==> src/rtl/serial_sub_if.sv <==
// -----------------------------------------------------------------------------
// serial_sub_if
//
// Handshake bundle for the bit-serial subtractor.
//
//   in_valid / in_ready   : operand handshake (producer -> subtractor)
//   a, b                  : minuend and subtrahend, WIDTH bits each
//   out_valid / out_ready : result handshake (subtractor -> consumer)
//   d                     : difference, WIDTH bits
//   bout                  : final borrow (a < b unsigned)
//   ovf                   : signed overflow, only present when the macro
//                           SERIAL_SUB_OVF_EN is defined
//
// Modports:
//   master : the side that supplies operands and consumes results
//   slave  : the subtractor itself
//
// The WIDTH parameter must match the WIDTH of the serial_sub instance that
// receives the slave modport.
// -----------------------------------------------------------------------------
interface serial_sub_if #(
   parameter int WIDTH = 8
);

   logic             in_valid;
   logic             in_ready;
   logic [WIDTH-1:0] a;
   logic [WIDTH-1:0] b;
   logic             out_valid;
   logic             out_ready;
   logic [WIDTH-1:0] d;
   logic             bout;
`ifdef SERIAL_SUB_OVF_EN
   logic             ovf;
`endif

   // Producer/consumer view of the subtractor.
   modport master (
      output in_valid, a, b, out_ready,
      input  in_ready, out_valid, d, bout
`ifdef SERIAL_SUB_OVF_EN
      , input ovf
`endif
   );

   // The subtractor's own view.
   modport slave (
      input  in_valid, a, b, out_ready,
      output in_ready, out_valid, d, bout
`ifdef SERIAL_SUB_OVF_EN
      , output ovf
`endif
   );

endinterface

==> src/rtl/serial_sub.sv <==
// -----------------------------------------------------------------------------
// serial_sub
//
// Bit-serial subtractor computing a - b one bit per clock, LSB first, through
// a single full-subtractor cell and a borrow flop. Operands arrive on a
// valid/ready handshake; the result is held on an output valid/ready
// handshake until the consumer takes it.
//
// Parameters:
//   WIDTH     : operand/result width, 2 or more (default 8)
//
// Ports:
//   clk       : clock, rising edge active
//   rst_n     : asynchronous active-low reset
//   bus       : serial_sub_if.slave
//                 in_valid/in_ready, a, b     operand handshake
//                 out_valid/out_ready, d, bout result handshake
//                 ovf                         signed overflow (optional)
//
// Optional feature:
//   SERIAL_SUB_OVF_EN - when defined, the MSBs of both operands are captured
//   on accept and a signed-overflow flag is presented with the result. When
//   undefined, neither the flag nor the capture flops exist; d and bout are
//   unaffected.
//
// Timing: accept at edge E0, bits computed on E1..E(WIDTH), result valid
// after E(WIDTH). With in_valid and out_ready held high one result is
// produced every WIDTH+2 cycles. All handshake outputs come straight from
// flops, so there is no combinational input-to-output path.
// -----------------------------------------------------------------------------
module serial_sub #(
   parameter int WIDTH = 8
) (
   input  logic        clk,
   input  logic        rst_n,
   serial_sub_if.slave bus
);

   // The bit counter only has to reach WIDTH-1, so ceil(log2(WIDTH)) bits
   // suffice and it never wraps inside one operation.
   localparam int               CNT_W    = $clog2(WIDTH);
   localparam logic [CNT_W-1:0] CNT_LAST = CNT_W'(WIDTH - 1);
   localparam logic [CNT_W-1:0] CNT_ONE  = CNT_W'(1);

   typedef enum logic [1:0] {
      IDLE,
      RUN,
      DONE
   } state_t;

   state_t           state;
   logic [WIDTH-1:0] sa;
   logic [WIDTH-1:0] sb;
   logic [WIDTH-1:0] r;
   logic             br;
   logic [CNT_W-1:0] cnt;
   logic             in_ready_q;
   logic             out_valid_q;

`ifdef SERIAL_SUB_OVF_EN
   logic             a_msb;
   logic             b_msb;
   logic             ovf_q;
`endif

   logic             dbit;
   logic             br_next;

   // Full-subtractor cell working on the current LSBs of the operand shift
   // registers. A borrow is generated when the minuend bit is 0 and the
   // subtrahend bit is 1, and an incoming borrow propagates when the two
   // bits are equal.
   always_comb begin
      dbit    = sa[0] ^ sb[0] ^ br;
      br_next = (~sa[0] & sb[0]) | (~(sa[0] ^ sb[0]) & br);
   end

   // Control FSM and datapath in one sequential block. The handshake
   // outputs are kept as their own flops and are updated together with the
   // state transition, so they always agree with the state.
   //
   // In RUN the operands shift right so bit i reaches position 0 on the
   // i-th step, and each new difference bit enters R at the top; after
   // WIDTH steps the LSB computed first has travelled down to R[0].
   //
   // With the overflow option, the flag is formed on the last RUN edge from
   // the bit entering R's MSB, so it becomes visible together with
   // out_valid and is cleared again when the result is handed off.
   always_ff @(posedge clk or negedge rst_n) begin
      if (!rst_n) begin
         state       <= IDLE;
         sa          <= '0;
         sb          <= '0;
         r           <= '0;
         br          <= 1'b0;
         cnt         <= '0;
         in_ready_q  <= 1'b1;
         out_valid_q <= 1'b0;
`ifdef SERIAL_SUB_OVF_EN
         a_msb       <= 1'b0;
         b_msb       <= 1'b0;
         ovf_q       <= 1'b0;
`endif
      end else begin
         unique case (state)
            IDLE: begin
               if (bus.in_valid) begin
                  sa         <= bus.a;
                  sb         <= bus.b;
                  br         <= 1'b0;
                  cnt        <= '0;
                  in_ready_q <= 1'b0;
`ifdef SERIAL_SUB_OVF_EN
                  a_msb      <= bus.a[WIDTH-1];
                  b_msb      <= bus.b[WIDTH-1];
`endif
                  state      <= RUN;
               end
            end

            RUN: begin
               sa  <= sa >> 1;
               sb  <= sb >> 1;
               r   <= {dbit, r[WIDTH-1:1]};
               br  <= br_next;
               cnt <= cnt + CNT_ONE;
               if (cnt == CNT_LAST) begin
                  out_valid_q <= 1'b1;
`ifdef SERIAL_SUB_OVF_EN
                  ovf_q       <= (a_msb != b_msb) && (dbit != a_msb);
`endif
                  state       <= DONE;
               end
            end

            DONE: begin
               if (bus.out_ready) begin
                  out_valid_q <= 1'b0;
                  in_ready_q  <= 1'b1;
`ifdef SERIAL_SUB_OVF_EN
                  ovf_q       <= 1'b0;
`endif
                  state       <= IDLE;
               end
            end

            default: begin
               out_valid_q <= 1'b0;
               in_ready_q  <= 1'b1;
`ifdef SERIAL_SUB_OVF_EN
               ovf_q       <= 1'b0;
`endif
               state       <= IDLE;
            end
         endcase
      end
   end

   // Every output is a flop; R and the borrow flop are only frozen while
   // out_valid is high, which is the only time they are meaningful.
   assign bus.in_ready  = in_ready_q;
   assign bus.out_valid = out_valid_q;
   assign bus.d         = r;
   assign bus.bout      = br;
`ifdef SERIAL_SUB_OVF_EN
   assign bus.ovf       = ovf_q;
`endif

endmodule
==> src/flat_wrapper.sv <==
// flat-port wrapper written by rule: the top's interface ports become plain ports
module serial_sub_flat 
#(
   parameter int WIDTH = 8
)
  (clk, rst_n, bus_in_valid, bus_a, bus_b, bus_out_ready, bus_in_ready, bus_out_valid, bus_d, bus_bout);
  serial_sub_if #(.WIDTH(WIDTH)) bus_i ();
  input  logic clk;
  input  logic rst_n;
  input wire logic [$bits(bus_i.in_valid)-1:0] bus_in_valid;
  input wire logic [$bits(bus_i.a)-1:0] bus_a;
  input wire logic [$bits(bus_i.b)-1:0] bus_b;
  input wire logic [$bits(bus_i.out_ready)-1:0] bus_out_ready;
  output wire logic [$bits(bus_i.in_ready)-1:0] bus_in_ready;
  output wire logic [$bits(bus_i.out_valid)-1:0] bus_out_valid;
  output wire logic [$bits(bus_i.d)-1:0] bus_d;
  output wire logic [$bits(bus_i.bout)-1:0] bus_bout;
  assign bus_i.in_valid = bus_in_valid;
  assign bus_i.a = bus_a;
  assign bus_i.b = bus_b;
  assign bus_i.out_ready = bus_out_ready;
  assign bus_in_ready = bus_i.in_ready;
  assign bus_out_valid = bus_i.out_valid;
  assign bus_d = bus_i.d;
  assign bus_bout = bus_i.bout;
  serial_sub #(.WIDTH(WIDTH)) u_core (.clk(clk), .rst_n(rst_n), .bus(bus_i));
endmodule
==> config.mk <==
export PLATFORM = sky130hd
export DESIGN_NAME = serial_sub_flat
export DESIGN_NICKNAME = d
export VERILOG_FILES = /design/src/rtl/serial_sub_if.sv /design/src/rtl/serial_sub.sv /design/src/flat_wrapper.sv
export SDC_FILE = /design/constraint.sdc
export NUM_CORES = 1
export LEC_CHECK = 0
export BUFFER_PORTS_ARGS = -buffer_cell sky130_fd_sc_hd__buf_2
export CAP_MARGIN = 20
export CORE_MARGIN = 2
export CORE_UTILIZATION = 40
export DETAILED_ROUTE_END_ITERATION = 8
export HOLD_SLACK_MARGIN = 0.03
export SYNTH_ARGS = -nofsm -noshare
export SYNTH_HDL_FRONTEND = slang
export SYNTH_SLANG_ARGS = --single-unit
==> constraint.sdc <==
create_clock -name clk -period 2.6 [get_ports clk]
set_input_delay 0.39 -clock clk [delete_from_list [all_inputs] [get_ports clk]]
set_output_delay 0.39 -clock clk [all_outputs]
set_load 0.02 [all_outputs]
==> results of run 1 <==
==> state kept, by name, summed over array words and instances, names as in the netlist <==
name                  count
u_core.bus.out_valid      1
u_core.sa                 8
u_core.cnt                3
u_core.sb                 8
u_core.state              2
u_core.bus.d              8
u_core.bus.bout           1
u_core.bus.in_ready       1
==> worst max-delay path: stages (launching register included) <==
cell and delay, ns:
dfrtp_1 0.78, nand2b_1 0.53, o221a_1 0.40
==> layout by cell type (no fill, tap or decap), types with 2 or more instances in the layout <==
| master | synthesis | layout |
|---|---|---|
| clkbuf_1 | 1 | 2 |
| clkbuf_4 | 0 | 5 |
| o221a_1 | 8 | 8 |
| buf_2 | 6 | 30 |
| nor3_1 | 7 | 7 |
| dfrtp_1 | 31 | 31 |
| nand3b_1 | 8 | 8 |
| a211oi_1 | 5 | 5 |
| ha_1 | 2 | 2 |
| a21oi_1 | 3 | 3 |
| nor2b_1 | 2 | 2 |
| nand2_1 | 28 | 28 |
| nor2_1 | 15 | 15 |
| o21ai_0 | 3 | 3 |
| a22o_1 | 3 | 3 |
| o21ai_1 | 5 | 5 |
| nand2b_1 | 3 | 3 |
==> through the flow <==
step,hold WS (ns),cells,setup WS (ns),util [%]
5_1_grt,0.134,214,0.652,48.5
2_1_floorplan,0.0944,140,1.43,-
6_report,0.0989,214,0.781,48.5
3_3_place_gp,0.458,206,0.851,46.8
3_5_place_dp,0.476,206,0.799,46.8
4_1_cts,0.123,214,0.797,48.5
==> final timing paths <==
| path | startpoint | endpoint | slack [ns] | cells past startpoint |
|---|---|---|---|---|
| setup / recovery | u_core.state[0]$_DFFE_PN0P_ | u_core.sa[5]$_DFFE_PN0P_ | 0.78 | 2 |
| hold reg to reg | u_core.cnt[0]$_DFFE_PN0P_ | u_core.cnt[0]$_DFFE_PN0P_ | 0.49 | 1 |
| setup reg to reg | u_core.state[0]$_DFFE_PN0P_ | u_core.sa[5]$_DFFE_PN0P_ | 0.78 | 2 |
| max in group asynchronous | rst_n | u_core.cnt[0]$_DFFE_PN0P_ | 2.05 | 1 |
| hold / removal | rst_n | u_core.bus.d[1]$_DFFE_PN0P_ | 0.1 | 1 |
| min in group clk | bus_b[7] | u_core.sb[7]$_DFFE_PN0P_ | 0.29 | 3 |
==> cell type report <==
cell class                      instances  area share [%]
Sequential cell                        32            48.4
Multi-Input combinational cell         97            35.3
Timing Repair Buffer                   30            9.06
Clock buffer                            8            3.55
Tap cell                               46            3.47
Inverter                                1           0.227
==> where the power goes <==
group / switching (mW) / total [mW] / internal, mW
sequential: 0.192 / 0.922 / 0.730
combinational: 0.420 / 0.756 / 0.337
clock: 0.156 / 0.289 / 0.133
total: 0.767 / 1.97 / 1.20
==> metal layers <==
metal  part of all wire (%)  global-route usage, %  vias up
met4                    1.2                   5.59        0
met5                      0                      0        -
li1                       -                      -      541
met1                     46                   19.7      522
met2                     47                   26.2       30
met3                    5.5                   5.28        5
==> kinds of logic (layout without fill, tap and decap cells) <==
logic type | count (synthesis) | after routing | share of synthesized area, %
and+or+nand+nor | 64 | 64 | 20.2
DFF | 32 | 32 | 55.2
AOI/OAI and AO/OA | 30 | 30 | 16.9
buffers and inverters | 11 | 39 | 4.65
adders and majority gates | 3 | 3 | 3.10
==> summary.md, run 1 <==
| Metric | Value |
|---|---|
| Status | `completed` |
| Layout fillers | `353` |
| Sequential Area | `802 µm²` |
| CTS max path bufs | `2` |
| Max VDD drop | `0.498 mV` |
| Antenna Nets Post-Route | `0` |
| CTS Root Cell | `clkbuf_4` |
| Share of flip-flops with an asynchronous set or reset after synthesis | `100%` |
| Lkg Pwr | `0.769 nW` |
| Vias in the first global route | `1114` |
| DIE WIDTH | `64.3 µm` |
| Largest area contributor in the netlist | `dfrtp_1` |
| Part of the Yosys area used for sequential elements | `55.2%` |
| Placer Congestion | `0.733` |
| Relative slew slack | `53.3%` |
| IO Pins | `31` |
| Drt wl/cell | `12.9 µm` |
| Final period util | `70.0%` |
| Top cells by area, synth | `dfrtp_1, nand2_1, o221a_1, nand3b_1, nor2_1` |
| Post-route cell area | `1660 µm²` |
| Mapped Cells | `140` |
| Number of synthesis warnings | `0` |
| RSZ-0062 raised after global routing | `no` |
| Syn_nets | `163` |
| Slew @ Worst Pin | `0.699 ns` |
| Via count | `1098` |
| PostCTS Resize Cnt | `0` |
| Worst skew pair latency | `0.32 ns` |
| DP Area | `1600 µm²` |
| Final HPWL DP | `1.89 mm` |
| CTS tree | `built` |
| Vias/cell | `5.13` |
| Die boundary height | `64.3 µm` |
| Core box area | `3420 µm²` |
| Antenna Cells | `0` |
| EDFF count, synth | `0` |
| IO buf count | `30` |
| Layout area overhead | `13.9%` |
| Crit Path Class | `flip-flop to flip-flop` |
| Tmin final | `1.82 ns` |
| Most common cell in the netlist | `dfrtp_1` |
| Syn avg cell area | `10.4 µm²` |
| Most used DFF post-synth | `dfrtp_1` |
| Gr ovfl total | `0` |
| All-Layer GR Usage | `16.0%` |
| Fin Clk Skew | `0.00361 ns` |
| Reg clk slew, reported paths | `0.09 ns` |
| Commonest cells in the netlist | `dfrtp_1, nand2_1, nor2_1` |
| Largest net degree at the start of global routing | `33` |
| Total Power | `1.97 mW` |
| Synth top area share | `53.4%` |
| Synth cell types | `25` |
| Cts bufs inserted | `5` |
| Die ar. | `4130 µm²` |
| Crit path capture type | `flip-flop` |
| Area of the multi-input gates | `584 µm²` |
| Maxcap violations | `0` |
| Setup TNS | `0 ns` |
| Startpoint types | `flip-flop` |
| Crit path required time | `2.82 ns` |
| Global-route wire length before repair | `5.03 mm` |
| Initial antenna violation count | `0` |
| Nets@finish | `190` |
| Setup violations, final | `0` |
| Post-CTS setup buffers | `0` |
| Hold crit path type | `primary input to asynchronous set/reset pin` |
| Max Slew Vio Count | `0` |
| Sink Count | `32` |
| Final Hold Viols | `0` |
| Cell area after synthesis | `1450 µm²` |
| H-tree Lvls | `2` |
| Site row count | `21` |
| Hold_buf cts | `0` |
| Power per Cell Area | `1190 nW/µm²` |
| First-pass detailed-route iteration total | `4` |
| Max Freq | `550 MHz` |
| DR DRC count | `0` |
| Ratio of cells with drive above 1 in the final layout | `23.8%` |
| Wirelength, routed | `2.76 mm` |
| #FFs+latches synth | `32` |
| Crit path max fanout | `20` |
| WP data arrival | `2.04 ns` |
| Starting DRC count in detailed routing | `32` |
| Starting Density | `42.6%` |
(Power assumes the default switching activity.)
==> run 2: changes to the inputs <==
clock period = 1.9 ns   (was 2.6 ns; I/O delays follow)
==> summary.md, run 2 (synthesis results as in run 1) <==
| Metric | Value |
|---|---|
| Most frequent cells in the layout | `dfrtp_1, buf_2, nand2_1` |
| Antenna Cells | `0` |
| Crit Path Class | `flip-flop to flip-flop` |
| DR DRC count | `0` |
| Combinational share of power | `40.7%` |
| Reg clk slew, reported paths | `0.10 ns` |
| Relative slew slack | `52.7%` |
| Antenna Nets Post-Route | `0` |
| Worst path max stage delay | `0.52 ns` |
| Most common cell after layout, fill and taps aside | `dfrtp_1` |
| Final period util | `78.4%` |
| Power per Cell Area | `1620 nW/µm²` |
| Crit path required time | `2.14 ns` |
| Die boundary height | `64.3 µm` |
| All-Layer GR Usage | `15.3%` |
| Final HPWL DP | `1.99 mm` |
| Layout fillers | `320` |
| Die ar. | `4130 µm²` |
| GR met3 Demand/Resource | `4.58%` |
| WP data arrival | `1.73 ns` |
| CP Cell Sequence | `buf_4 -> nand2b_1 -> nor3_1 -> a211oi_1` |
| Internal power | `1.67 mW` |
| CTS tree | `built` |
| Status | `completed` |
| Global-route wire length before repair | `4.79 mm` |
| Core box area | `3420 µm²` |
| Maxcap violations | `0` |
| Starting Density | `42.6%` |
| IO Pins | `31` |
| Layout area overhead | `16.2%` |
| Tmin final | `1.49 ns` |
| Largest net degree at the start of global routing | `33` |
| Nets@finish | `194` |
| First-pass detailed-route iteration total | `4` |
| Worst skew pair latency | `0.34 ns` |
| Hold crit path type | `primary input to flip-flop` |
| Lkg Pwr | `0.788 nW` |
| Clk pwr share | `14.9%` |
| Reg power frac | `44.4%` |
| Cts bufs inserted | `5` |
| Slew @ Worst Pin | `0.710 ns` |
| Switching share of total power | `38.9%` |
| Placer Congestion | `0.768` |
| CTS Root Cell | `clkbuf_4` |
| CTS max path bufs | `2` |
| Fin Clk Skew | `0.0100 ns` |
| Sink Count | `32` |
| Net Switching | `1.07 mW` |
| Drt wl/cell | `13.2 µm` |
| Critical Path Slowest Stage Cell | `dfrtp_1` |
| Via count | `1132` |
| Worst R2R Path Depth | `4` |
| Min-Delay Path Depth | `3` |
| Site row count | `21` |
| Setup TNS | `0 ns` |
| Setup violations, final | `0` |
| Max Slew Vio Count | `0` |
| Starting DRC count in detailed routing | `54` |
| IO buf count | `30` |
| Crit path capture type | `flip-flop` |
| Wirelength, routed | `2.87 mm` |
| Max Freq | `671 MHz` |
| RSZ-0062 raised after global routing | `no` |
| Vias/cell | `5.19` |
| Crit path max fanout | `12` |
| H-tree Lvls | `2` |
| M2 GR Usage | `24.1%` |
| Final Hold Viols | `0` |
| Startpoint types | `flip-flop` |
| Met1 GRT Util | `18.7%` |
| Vias in the first global route | `1101` |
| PostCTS Resize Cnt | `0` |
| Ratio of cells with drive above 1 in the final layout | `25.0%` |
| Max VDD drop | `0.660 mV` |
| Gr ovfl total | `0` |
| Most Used Layer, Global Route | `met2` |
| Total Power | `2.74 mW` |
| DIE WIDTH | `64.3 µm` |
| Initial antenna violation count | `0` |
-- run 2: cell types whose count changed in the layout (fill, tap and decap cells not counted), sizes merged --
cell and delta:
buf +3, dlygate4sd3 +1
-- run 2: what timing repair did --
item                       4_1_cts  5_1_grt
hold endpoints to repair        31        0
buffers inserted                 0        0
setup endpoints to repair        0        0
hold buffers                     1        0
-- run 2: final cells by class --
cell class	count	area [µm²]	area share, %
Clock buffer	8	58.8	3.48
Inverter	1	3.75	0.222
Multi-Input combinational cell	97	584	34.6
Sequential cell	32	802	47.5
Tap cell	46	57.6	3.41
Timing Repair Buffer	34	183	10.8
-- run 2: worst paths after layout --
check	from	end	slack (ns)
min reg2reg	u_core.bus.d[0]$_DFFE_PN0P_	u_core.bus.d[0]$_DFFE_PN0P_	0.48
min in group asynchronous	rst_n	u_core.sb[1]$_DFFE_PN0P_	0.53
min	bus_a[7]	u_core.sa[7]$_DFFE_PN0P_	0.19
max reg2reg	u_core.state[0]$_DFFE_PN0P_	u_core.sb[5]$_DFFE_PN0P_	0.41
max	u_core.state[0]$_DFFE_PN0P_	u_core.sb[5]$_DFFE_PN0P_	0.41
max in group asynchronous	rst_n	u_core.bus.d[5]$_DFFE_PN0P_	0.92
-- run 2: worst max-delay path: cells and delay by family (launching register included) --
kind            cells  cell delay, ns
compound gates      1            0.23
buf+inv             1            0.25
flops               1            0.52
simple gates        2            0.39
-- run 2: power groups by stage --
stage                     logic, mW  registers, mW  clock network, mW
final                          1.12           1.22              0.407
after global routing           1.26           1.26              0.443
after CTS                      1.14           1.22              0.413
after detailed placement       1.14           1.23                  0
after global placement         1.10           1.21                  0
after floorplan               0.791           1.29                  0
-- run 2: through the flow --
step                hold WS (ns)  cell area, µm²  util, %  worst slack [ns]  cells
detailed placement         0.379            1620     47.4             0.448    209
CTS                        0.192            1690     49.5             0.404    218
global route               0.195            1690     49.5             0.311    218
floorplan                -0.0106            1450        -             0.728    140
global placement           0.367            1620     47.4             0.538    209
finish                     0.192            1690     49.5             0.410    218
-- run 2: metal layers --
| layer | share of wire (%) | vias up |
|---|---|---|
| met3 | 6.0 | 8 |
| met4 | 2.2 | 0 |
| met5 | 0 | - |
| met2 | 45 | 35 |
| met1 | 47 | 540 |
| li1 | - | 549 |
==> run 3: changes to the inputs <==
ABC_AREA = 1   (was not set)
clock period = 1.5 ns   (was 1.9 ns; I/O delays follow)
==> summary.md, run 3 <==
| Metric | Value |
|---|---|
| Mapped Cells | `195` |
| Die ar. | `4580 µm²` |
| Status | `completed` |
| IO Pins | `31` |
| Vias/cell | `4.57` |
| Synth cell types | `22` |
| Worst skew pair latency | `0.28 ns` |
| CTS tree | `built` |
| Most used DFF post-synth | `dfrtp_1` |
| Max Freq | `847 MHz` |
| Via count | `1279` |
| Min-Delay Path Depth | `2` |
| All-Layer GR Usage | `16.2%` |
| Fin Clk Skew | `0.00187 ns` |
| Crit Path Class | `flip-flop to output port` |
| CP bufs+invs | `1` |
| EDFF count, synth | `0` |
| Most common cell after layout, fill and taps aside | `nand2_1` |
| Most frequent cells in the layout | `nand2_1, inv_1, nand3_1, dfrtp_1, buf_2` |
| Crit path capture type | `output port` |
| Reg-to-reg startpoint | `u_core.state[1]$_DFFE_PN0P_` |
| Worst path max stage delay | `0.52 ns` |
| Post-CTS setup buffers | `0` |
| CP Cell Sequence | `buf_2` |
| Worst min-delay path endpoint | `u_core.state[1]$_DFFE_PN0P_` |
| Reg2Reg Setup Slack | `0.32 ns` |
| Final Hold Viols | `0` |
| Critical Path Slowest Stage Cell | `dfstp_2` |
| Antenna Cells | `0` |
| Most common cell in the netlist | `nand2_1` |
| DP Area | `1780 µm²` |
| Delay-heaviest family, CP | `flip-flops` |
| Tmin final | `1.18 ns` |
| Drt wl/cell | `10.8 µm` |
| Synth top area share | `47.9%` |
| DR DRC count | `0` |
| Vias in the first global route | `1229` |
| Layout area overhead | `16.1%` |
| Final HPWL DP | `2.02 mm` |
| Crit path required time | `1.27 ns` |
| Cell area after synthesis | `1620 µm²` |
| Dpl cells | `271` |
| Ratio of cells with drive above 1 in the final layout | `22.6%` |
| Share of flip-flops with an asynchronous set or reset after synthesis | `100%` |
| PostCTS Resize Cnt | `0` |
| Antenna Nets Post-Route | `0` |
| Largest net degree at the start of global routing | `21` |
| Relative slew slack | `74.0%` |
| Cts bufs inserted | `5` |
| Nets@finish | `252` |
| Lkg Pwr | `1.07 nW` |
| Syn_nets | `218` |
| Worst R2R Path Depth | `5` |
| Maxcap violations | `0` |
| Setup TNS | `0 ns` |
| Number of synthesis warnings | `0` |
| Min-delay src | `bus_out_ready` |
| Hold crit path type | `primary input to flip-flop` |
| Post-route cell area | `1880 µm²` |
| Crit path max fanout | `2` |
| IO buf count | `30` |
| Max VDD drop | `0.592 mV` |
| Setup violations, final | `0` |
| Top cells by area, synth | `dfrtp_1, nand2_1, nand3_1, inv_1, buf_12` |
| Syn avg cell area | `8.31 µm²` |
| Max Slew Vio Count | `0` |
| Initial antenna violation count | `0` |
| Power per Cell Area | `2080 nW/µm²` |
| CTS max path bufs | `2` |
| Reg clk slew, reported paths | `0.06 ns` |
| Post-route insts no fill | `280` |
| WP data arrival | `0.96 ns` |
| #FFs+latches synth | `32` |
| Final core area utilization | `47.7%` |
| RSZ-0062 raised after global routing | `no` |
| Commonest cells in the netlist | `nand2_1, inv_1, dfrtp_1, nand3_1, o21ai_0` |
| Final period util | `78.7%` |
| H-tree Lvls | `2` |
| Placer Congestion | `0.744` |
| Core box area | `3940 µm²` |
| Reg2Reg Capture Point | `u_core.sa[0]$_DFFE_PN0P_` |
| First-pass detailed-route iteration total | `4` |
| Starting DRC count in detailed routing | `97` |
| Slew @ Worst Pin | `0.389 ns` |
| Gr ovfl total | `0` |
| Worst hold slack | `0.147 ns` |
| Sink Count | `32` |
| Largest area contributor in the netlist | `dfrtp_1` |
| Part of the Yosys area used for sequential elements | `49.5%` |
| Wirelength, routed | `3.02 mm` |
| CTS Root Cell | `clkbuf_8` |
| DIE WIDTH | `67.6 µm` |
| Startpoint types | `flip-flop` |
| Global-route wire length before repair | `5.42 mm` |
| Die boundary height | `67.6 µm` |
| Starting Density | `41.1%` |
| Site row count | `23` |
[run 3: cell types whose count changed after synthesis, moves of 4 or more]
cell / change
a211oi_1: -5
buf_2: -5
inv_1: +32
nand2_1: +33
nand3_1: +31
nand3b_1: -8
nor2_1: -10
nor3_1: -7
o21ai_0: +5
o21ai_1: -4
o221a_1: -8
[run 3: layout make-up]
class / instances / area (µm²)
multi-input combinational: 118 / 578
fill: 405 / 2060
timing repair buffer: 37 / 218
tap: 50 / 62.6
clock buffer: 8 / 90.1
inverter: 35 / 131
sequential: 32 / 802
[run 3: power breakdown]
group | internal (mW) | leakage, nW | switching, mW
clock network | 0.374 | 0.0455 | 0.295
logic | 0.652 | 0.637 | 1.08
registers | 1.28 | 0.392 | 0.235
total | 2.30 | 1.07 | 1.61
[run 3: worst max path at each step]
stage,start,slack (ns),cells after the start,end
6_report,u_core.bus.in_ready$_DFFE_PN1P_,0.32,1,bus_in_ready
5_1_grt,u_core.state[1]$_DFFE_PN0P_,0.19,5,u_core.sa[0]$_DFFE_PN0P_
4_1_cts,u_core.bus.in_ready$_DFFE_PN1P_,0.30,1,bus_in_ready
3_5_place_dp,u_core.state[1]$_DFFE_PN0P_,0.32,5,u_core.sa[2]$_DFFE_PN0P_
3_3_place_gp,u_core.state[1]$_DFFE_PN0P_,0.34,6,u_core.sb[4]$_DFFE_PN0P_
2_1_floorplan,u_core.bus.bout$_DFFE_PN0P_,0.36,2,u_core.bus.d[7]$_DFFE_PN0P_
[run 3: layer usage]
metal  wire [µm]  vias to the layer above  share of wire, %  track usage [%]
li1            -                      661                 -                -
met1        1490                      587                49             20.5
met2        1330                       24                44             24.8
met3         142                        7               4.7             5.50
met4          61                        0               2.0             7.65
met5           0                        -                 0                0
[run 3: logic make-up after synthesis]
| family | count (synthesis) | synth area share [%] |
|---|---|---|
| simple gates | 102 | 28.0 |
| compound gates | 13 | 4.86 |
| flops | 32 | 49.5 |
| fa+ha+maj | 3 | 2.78 |
| buf+inv | 45 | 14.8 |
[run 3: repair_timing]
action,CTS,global route
setup endpoints to repair,0,0
hold buffers,1,0
endpoints found under the hold margin,14,0
[run 3: metrics by stage]
| stage | power (mW) | setup WS (ns) |
|---|---|---|
| after floorplan | 2.92 | 0.362 |
| after global placement | 3.25 | 0.344 |
| after detailed placement | 3.27 | 0.319 |
| after CTS | 3.98 | 0.300 |
| after global routing | 4.34 | 0.189 |
| final | 3.91 | 0.319 |
